$ cat config.mk
export PLATFORM = sky130hd
export DESIGN_NAME = cbfp1_exp_sched
export DESIGN_NICKNAME = d
export VERILOG_FILES = /design/src/rtl/cbfp1_pkg.sv /design/src/rtl/cbfp1_exp_fifo.sv /design/src/rtl/cbfp1_exp_sched.sv
export SDC_FILE = /design/constraint.sdc
export NUM_CORES = 1
export LEC_CHECK = 0
export ABC_CLOCK_PERIOD_IN_PS = 4400
export CORE_ASPECT_RATIO = 0.75
export CORE_MARGIN = 2
export CORE_UTILIZATION = 40
export DETAILED_ROUTE_END_ITERATION = 12
export GPL_ROUTABILITY_DRIVEN = 0
export PLACE_DENSITY = 0.59
export RECOVER_POWER = 50
export SKIP_LAST_GASP = 1
export SLEW_MARGIN = 20
export SYNTH_ARGS = -nofsm -noshare
export SYNTH_HDL_FRONTEND = slang
export SYNTH_SLANG_ARGS = --single-unit
$ cat constraint.sdc
create_clock -name clk -period 4.4 [get_ports clk]
set_input_delay 0.88 -clock clk [delete_from_list [all_inputs] [get_ports clk]]
set_output_delay 0.88 -clock clk [all_outputs]
set_load 0.02 [all_outputs]
$ cat src/rtl/cbfp1_pkg.sv
// Shared CBFP1/CBFP2 definitions: exponent widths, frame geometry and the
// exponent buffer entry layout.
package cbfp1_pkg;

    localparam int LZC_WIDTH    = 5;
    localparam int FRAME_BLOCKS = 64;
    localparam int IDX_W        = $clog2(FRAME_BLOCKS);
    localparam int PIPE_LAT     = 3;

    typedef struct packed {
        logic [LZC_WIDTH-1:0] add;
        logic [LZC_WIDTH-1:0] sub;
        logic [IDX_W-1:0]     idx;
        logic                 last;
    } exp_entry_t;

endpackage

$ cat src/rtl/cbfp1_exp_fifo.sv
// Synchronous first-word-fall-through FIFO for exponent entries; a push into a
// full buffer succeeds when a pop happens in the same cycle.
module cbfp1_exp_fifo
    import cbfp1_pkg::*;
#(
    parameter int  DEPTH   = 16,
    parameter type entry_t = exp_entry_t
) (
    input  logic   clk,
    input  logic   rstn,
    input  logic   push,
    input  logic   pop,
    input  entry_t din,
    output entry_t dout,
    output logic   full,
    output logic   empty
);

    localparam int AW = $clog2(DEPTH);

    entry_t        mem [DEPTH];
    logic [AW-1:0] wr_ptr;
    logic [AW-1:0] rd_ptr;
    logic [AW:0]   count;
    logic          do_push;
    logic          do_pop;

    assign full    = (count == (AW+1)'(DEPTH));
    assign empty   = (count == '0);
    assign do_pop  = pop && !empty;
    assign do_push = push && (!full || do_pop);

    // Head is masked while empty so stale storage never shows after a reset.
    assign dout = empty ? entry_t'('0) : mem[rd_ptr];

    always_ff @(posedge clk or negedge rstn) begin
        if (!rstn) begin
            wr_ptr <= '0;
            rd_ptr <= '0;
            count  <= '0;
        end else begin
            if (do_push) wr_ptr <= wr_ptr + AW'(1);
            if (do_pop)  rd_ptr <= rd_ptr + AW'(1);
            case ({do_push, do_pop})
                2'b10:   count <= count + (AW+1)'(1);
                2'b01:   count <= count - (AW+1)'(1);
                default: ;
            endcase
        end
    end

    always_ff @(posedge clk) begin
        if (do_push) mem[wr_ptr] <= din;
    end

endmodule

$ cat src/rtl/cbfp1_exp_sched.sv
// CBFP1 stage sequencer: drives the stage enables from the block-valid input,
// numbers blocks within a frame and buffers per-block shift amounts.
module cbfp1_exp_sched #(
    parameter int LZC_WIDTH    = 5,
    parameter int FRAME_BLOCKS = 64,
    parameter int FIFO_DEPTH   = 16,
    parameter int IDX_W        = $clog2(FRAME_BLOCKS)
) (
    input  logic                 clk,
    input  logic                 rstn,
    input  logic                 alert_cbfp,
    input  logic [LZC_WIDTH-1:0] min_add,
    input  logic [LZC_WIDTH-1:0] min_sub,
    output logic                 mag_en,
    output logic                 min_en,
    output logic                 valid_mod1,
    output logic [IDX_W-1:0]     blk_idx,
    output logic                 exp_valid,
    input  logic                 exp_ready,
    output logic [LZC_WIDTH-1:0] exp_add,
    output logic [LZC_WIDTH-1:0] exp_sub,
    output logic [IDX_W-1:0]     exp_idx,
    output logic                 exp_last,
    input  logic                 clr_ovf,
    output logic                 ovf
);

    import cbfp1_pkg::PIPE_LAT;

    typedef struct packed {
        logic [LZC_WIDTH-1:0] add;
        logic [LZC_WIDTH-1:0] sub;
        logic [IDX_W-1:0]     idx;
        logic                 last;
    } entry_t;

    logic [PIPE_LAT:1] v;
    logic [IDX_W-1:0]  idx_s1;
    logic [IDX_W-1:0]  idx_s2;
    logic              push;
    logic              pop;
    logic              full;
    logic              empty;
    entry_t            wr_entry;
    entry_t            head;

    assign mag_en     = alert_cbfp & rstn;
    assign min_en     = v[1];
    assign valid_mod1 = v[PIPE_LAT];

    // min-detect was registered on the v1 cycle, so its results are stable while v2 is high.
    assign push     = v[PIPE_LAT-1];
    assign wr_entry = '{add:  min_add,
                        sub:  min_sub,
                        idx:  idx_s2,
                        last: (idx_s2 == IDX_W'(FRAME_BLOCKS-1))};

    // exp_valid/exp_ready: an entry transfers on every cycle both are high;
    // exp_valid never depends on exp_ready and the head stays put until popped.
    assign exp_valid = !empty;
    assign pop       = exp_ready && !empty;

    always_ff @(posedge clk or negedge rstn) begin
        if (!rstn) begin
            v       <= '0;
            idx_s1  <= '0;
            idx_s2  <= '0;
            blk_idx <= '0;
            ovf     <= 1'b0;
        end else begin
            v      <= {v[PIPE_LAT-1:1], alert_cbfp};
            idx_s1 <= blk_idx;
            idx_s2 <= idx_s1;
            if (alert_cbfp) begin
                blk_idx <= (blk_idx == IDX_W'(FRAME_BLOCKS-1)) ? '0 : blk_idx + IDX_W'(1);
            end
            // A drop in the same cycle as a clear leaves the flag set.
            if (push && full && !pop) begin
                ovf <= 1'b1;
            end else if (clr_ovf) begin
                ovf <= 1'b0;
            end
        end
    end

    cbfp1_exp_fifo #(
        .DEPTH   (FIFO_DEPTH),
        .entry_t (entry_t)
    ) u_fifo (
        .clk   (clk),
        .rstn  (rstn),
        .push  (push),
        .pop   (pop),
        .din   (wr_entry),
        .dout  (head),
        .full  (full),
        .empty (empty)
    );

    assign exp_add  = head.add;
    assign exp_sub  = head.sub;
    assign exp_idx  = head.idx;
    assign exp_last = head.last;

endmodule

After elaboration in Yosys (flattened, before gate mapping)
Memory sizes are Yosys's and may differ from the RTL's.
Cells that the tools add are included.
Storage, ports and cells
  bits of input ports: 15
  memories: 1
  word-level logic and storage cells: 39
  output and inout port bits: 28
  RAM bits: 272
  flip-flop bits (word level): 35
Memory list
  u_fifo.mem: depth 16, width 17, rd ports 1, clocked after Yosys merged registers in 0, wr ports 1, RTL line cbfp1_exp_fifo.sv:21  | entry_t mem [DEPTH];
Cells by class
  reduce and logical (&&, ||, !) cells: 12
  add/sub/neg operators: 5
  muxes and demuxes: 7
  equal/unequal tests: 5
  bitwise gates (word level): 1
Operators with widths (number)
  $mux W17: 1
  $eq A6 B6 Y1 const B: 2
  $pmux W5 S2: 1
  $add A4 B1 Y4 const B: 2
  $add A6 B1 Y6 const B: 1
  $mux W6: 1
  $add A5 B1 Y5 const B: 1
  $eq A5 B5 Y1 const B: 1
  $logic_and A1 B1 Y1: 5
  $logic_not A5 Y1: 1
  $sub A5 B1 Y5 const B: 1
  $mux W1: 4
  $reduce_bool A2 Y1: 2
  $logic_not A1 Y1: 3
  $eq A2 B1 Y1 const B: 1
  $eq A2 B2 Y1 const B: 1
  $and A1 B1 Y1: 1
  $logic_or A1 B1 Y1: 1

Depth between registers and ports, before layout
  depth after elaboration: 8
  depth in mapped cells: 9
  depth with buffers taken out: 8

Hierarchy
Synthesis repeated with hierarchy kept, for this count alone.
Second synthesis, totals
  cells, all modules: 580
  area total of the unflattened synthesis: 12034.0 sq um
By module, submodules not included
  cbfp1_exp_fifo: cells an instance 530, area an instance 11314.6 sq um, sequential area each 8493.1 sq um, instances 1
  cbfp1_exp_sched: cells an instance 50, area an instance 719.4 sq um, sequential area each 550.5 sq um, instances 1

Worst setup path after synthesis
No wires, ideal clock.
  path kind: input to register
  start point: input port exp_ready
  end point: memory u_fifo.mem[3][0] (netlist bit) (enable)
  arrival time: 2877 ps
  cell stages on the path: 5
  path slack: 1111 ps
  data required time: 3988 ps
  library setup time: 412 ps
  path buffers: 1
  cell sequence: buf_2 > inv_1 > a31oi_2 > nand2_1 > nor3_1
On the way
  longest elaborated chain between the ends: 6
RTL lines
  start, declared: RTL line cbfp1_exp_sched.sv:19  | input logic exp_ready,
  $logic_and A1 B1 Y1: RTL line cbfp1_exp_sched.sv:61  | assign pop = exp_ready && !empty;
  $logic_and A1 B1 Y1: RTL line cbfp1_exp_fifo.sv:30  | assign do_pop = pop && !empty;
  $logic_or A1 B1 Y1: RTL line cbfp1_exp_fifo.sv:31  | assign do_push = push && (!full || do_pop);
  $logic_and A1 B1 Y1: RTL line cbfp1_exp_fifo.sv:31
  $mux W1: RTL line cbfp1_exp_fifo.sv:53  | if (do_push) mem[wr_ptr] <= din;
  $mux W1 (implied by the code): RTL line cbfp1_exp_fifo.sv:53
  end, declared: RTL line cbfp1_exp_fifo.sv:21
Every way passes these cells.

Worst setup path in the final report
  start point: register u_fifo.count[2]
  end point: output port exp_sub[0]
On the way
  longest elaborated chain between the ends: 2
RTL lines
  start, declared: RTL line cbfp1_exp_fifo.sv:24  | logic [AW:0] count;
  start signal, assigned: RTL line cbfp1_exp_fifo.sv:45  | 2'b10: count <= count + (AW+1)'(1);
  start signal, assigned: RTL line cbfp1_exp_fifo.sv:46  | 2'b01: count <= count - (AW+1)'(1);
  $logic_not A5 Y1: RTL line cbfp1_exp_fifo.sv:29  | assign empty = (count == '0);
  $mux W17: RTL line cbfp1_exp_fifo.sv:34  | assign dout = empty ? entry_t'('0) : mem[rd_ptr];
  end, declared: RTL line cbfp1_exp_sched.sv:21  | output logic [LZC_WIDTH-1:0] exp_sub,
Every way passes these cells.

==> impl_results.md <==
* Status: complete, but fails checks
* Failing checks: max-capacitance violations, max-slew violations
* Post-CTS setup buffers at 0
* Final WL at 24900 um
* Slowest Stage Delay on Critical Path at 0.68 ns
* Synthesized area per cell at 20.6 um^2
* Crit. End Element: output port
* Final number of setup-violating endpoints at 0
* Sequential share of the synthesized area at 0.748
* Total GRT Usage at 0.162
* Commonest cells post-synth: edfxtp_1 (272), mux4_2 (48), dfrtp_1 (35)
* Die ar. at 31700 um^2
* Final Slew Violations at 36
* Max VDD drop at 0.000374 V
* CTS Root Cell: clkbuf_16
* Core ar. at 29900 um^2
* Worst path arrival time at 3.26 ns
* Gr ovfl total at 0
* TritonCTS Buffers at 30
* Share of cells above drive strength 1 at 0.240
* Routed wire per std cell at 23.1 um
* Count leader, synth: edfxtp_1
* CP max stage cell: nand2_1
* Setup_tns at 0 ns
* Pwr/cell area at 686 nW/um^2
* Fillers at 2439
* Crit path required time at 3.52 ns
* Fin crit period at 4.14 ns
* Ys flop type: edfxtp_1
* Setup ws final at 0.255 ns
* Static Leak at 0.00473 uW
* Number of synthesized register bits at 307
* Post-cts resize count at 0
* Site row count at 55
* Worst path cell trace: nor3_2, nand2_1, buf_4, o21ai_1, a21oi_1, clkdlybuf4s50_1
* CP max FO at 18
* Clock sinks at 307
* RR Endpoint: u_fifo.mem[11][6]
* Antenna viol nets, final at 0
* Final net count at 677
* FF-to-FF Start: v[2]
* Reg clk slew, reported paths at 0.06 ns
* Maximum root-to-sink buffer count at 3
* Skew final at 0.00711 ns
* Max_cap viols at 1
* Die Ht at 155 um
* Vias in the first global route at 5938
* CTS tree: done
* Worst reg2reg path depth at 5
* Syn Nets at 609
* FMAX at 241 MHz
* Hold WC Path Type: reg2reg
* Die span in x at 205 um
* Iteration-0 DRC Markers at 525
* Synth top area cells: edfxtp_1 (68%), mux4_2 (8.9%), dfrtp_1 (7.2%)
* Initial Util at 0.404
* Tcrit/Tclk final at 0.942
* Post-detail-place hpwl at 14900 um
* R2r setup slk at 1.49 ns
* Ports at 43
* # H-tree levels at 1
* CP endpoint: exp_sub[0]
* Worst slew pin tran at 1.96 ns
* Unrepaired setup endpoints after global routing: no
* Final Hold Vio Count at 0
* Crit. Startpoint: u_fifo.count[2]
* Post-Syn Area at 12100 um^2
* Worst-Skew Late Latency at 0.54 ns
* Largest net degree at the start of global routing at 53
* Post-synth EDFFs at 272
* First-pass GRT wire length at 37900 um
* DRC errors left at 0
* Hold bufs inserted after CTS at 0
* Layout area overhead at 17.0%
* Vias/cell at 5.32
* Initial DRT Pass Iterations at 5
* Asr flop ratio synth at 0.114
* Yosys top cell area share at 0.675
* Place WS at 0.673 ns
* WS Path Type: reg2out
* Synth cell types at 42
* CP Launch Type: register
* Slew HR at -0.306
* Vias post-DR at 5731
* Number of buffers added on ports at 42
* Synthesized instance count at 587
* Yosys warns at 0
* Antenna violations before repair at 0
* Area leader, netlist: edfxtp_1
* Inserted Diodes at 0
layer usage:
layer,GRT usage,share of wire,vias to the layer above
met5,0,0,-
met1,0.230,0.45,3039
li1,-,-,2539
met4,0.0338,0.013,0
met3,0.0230,0.043,24
met2,0.267,0.49,129
power breakdown:
part           internal (uW)  leakage [uW]  switching (uW)  total, uW
combinational           1440       0.00134            1540       2980
sequential              3720       0.00289             401       4120
clock                   1580      0.000498            1040       2610
sequential cells by signal, summed over array words and instances, names as in the netlist:
signal and cells:
u_fifo.wr_ptr 4, u_fifo.rd_ptr 4, idx_s1 6, blk_idx 6
u_fifo.count 5, v 3, ovf 1, idx_s2 6
u_fifo.mem 272
how the worst min path moves through the flow:
stage          startpoint        end  slack [ns]  cells past startpoint
2_1_floorplan   idx_s1[0]  idx_s2[0]        0.33                      0
4_1_cts         idx_s1[3]  idx_s2[3]        0.35                      0
5_1_grt         idx_s1[5]  idx_s2[5]        0.36                      0
6_report        idx_s1[3]  idx_s2[3]        0.35                      0
3_5_place_dp    idx_s1[5]  idx_s2[5]        0.33                      0
3_3_place_gp    idx_s1[0]  idx_s2[0]        0.33                      0
cell families (layout without fill, tap and decap cells):
group	count (synthesis)	count (layout)	share of synthesized area
AO/OA/AOI/OAI	54	54	0.0257
multiplexers	108	108	0.168
buffers and inverters	39	131	0.0179
flip-flops	307	307	0.748
adder cells (fa/ha/maj)	7	7	0.00724
XOR/XNOR	11	11	0.00797
AND/OR/NAND/NOR	61	61	0.0257
worst max-delay path, delay by kind of cell, from the launching register on:
kind	cells	cell delay [ns]
simple gates	2	1.09
buf+inv	2	0.95
compound gates	2	0.18
flops	1	0.49
placed cells by master (no fill, tap or decap), types with 5 or more instances in the layout:
master,Yosys,routed
a21oi_1,23,23
buf_12,0,5
buf_4,4,22
bufinv_16,0,5
clkbuf_1,5,8
clkbuf_16,0,31
clkdlybuf4s50_1,0,29
clkinv_2,0,7
dfrtp_1,35,32
dlygate4sd3_1,0,12
edfxtp_1,272,272
ha_1,7,7
inv_1,5,5
mux2_2,20,20
mux2i_1,20,20
mux4_1,20,20
mux4_2,48,48
nand2_1,12,12
nand3_1,7,7
nor2_1,20,8
nor2_2,0,12
nor3_2,1,5
o21ai_0,5,5
o21ai_1,16,16
xnor2_1,8,8
through the flow:
step / instances / area (um^2) / utilization / total power, uW / hold WS (ns)
5_1_grt: 1078 / 14200 / 0.473 / 10200 / 0.358
6_report: 1078 / 14200 / 0.473 / 9710 / 0.348
3_5_place_dp: 1022 / 13100 / 0.439 / 7220 / 0.335
2_1_floorplan: 587 / 12100 / - / 6030 / 0.331
3_3_place_gp: 1022 / 13100 / 0.439 / 7150 / 0.333
4_1_cts: 1078 / 14200 / 0.473 / 9840 / 0.349
final cells by class:
cell class	instances	area, um^2	share of cell area
Timing Repair Buffer	70	683	0.0483
Sequential cell	307	9050	0.639
Tap cell	399	499	0.0353
Multi-Input combinational cell	241	2880	0.204
Clock inverter	19	224	0.0158
Clock buffer	37	798	0.0564
Inverter	5	18.8	0.00133
(Power assumes the default switching activity.)
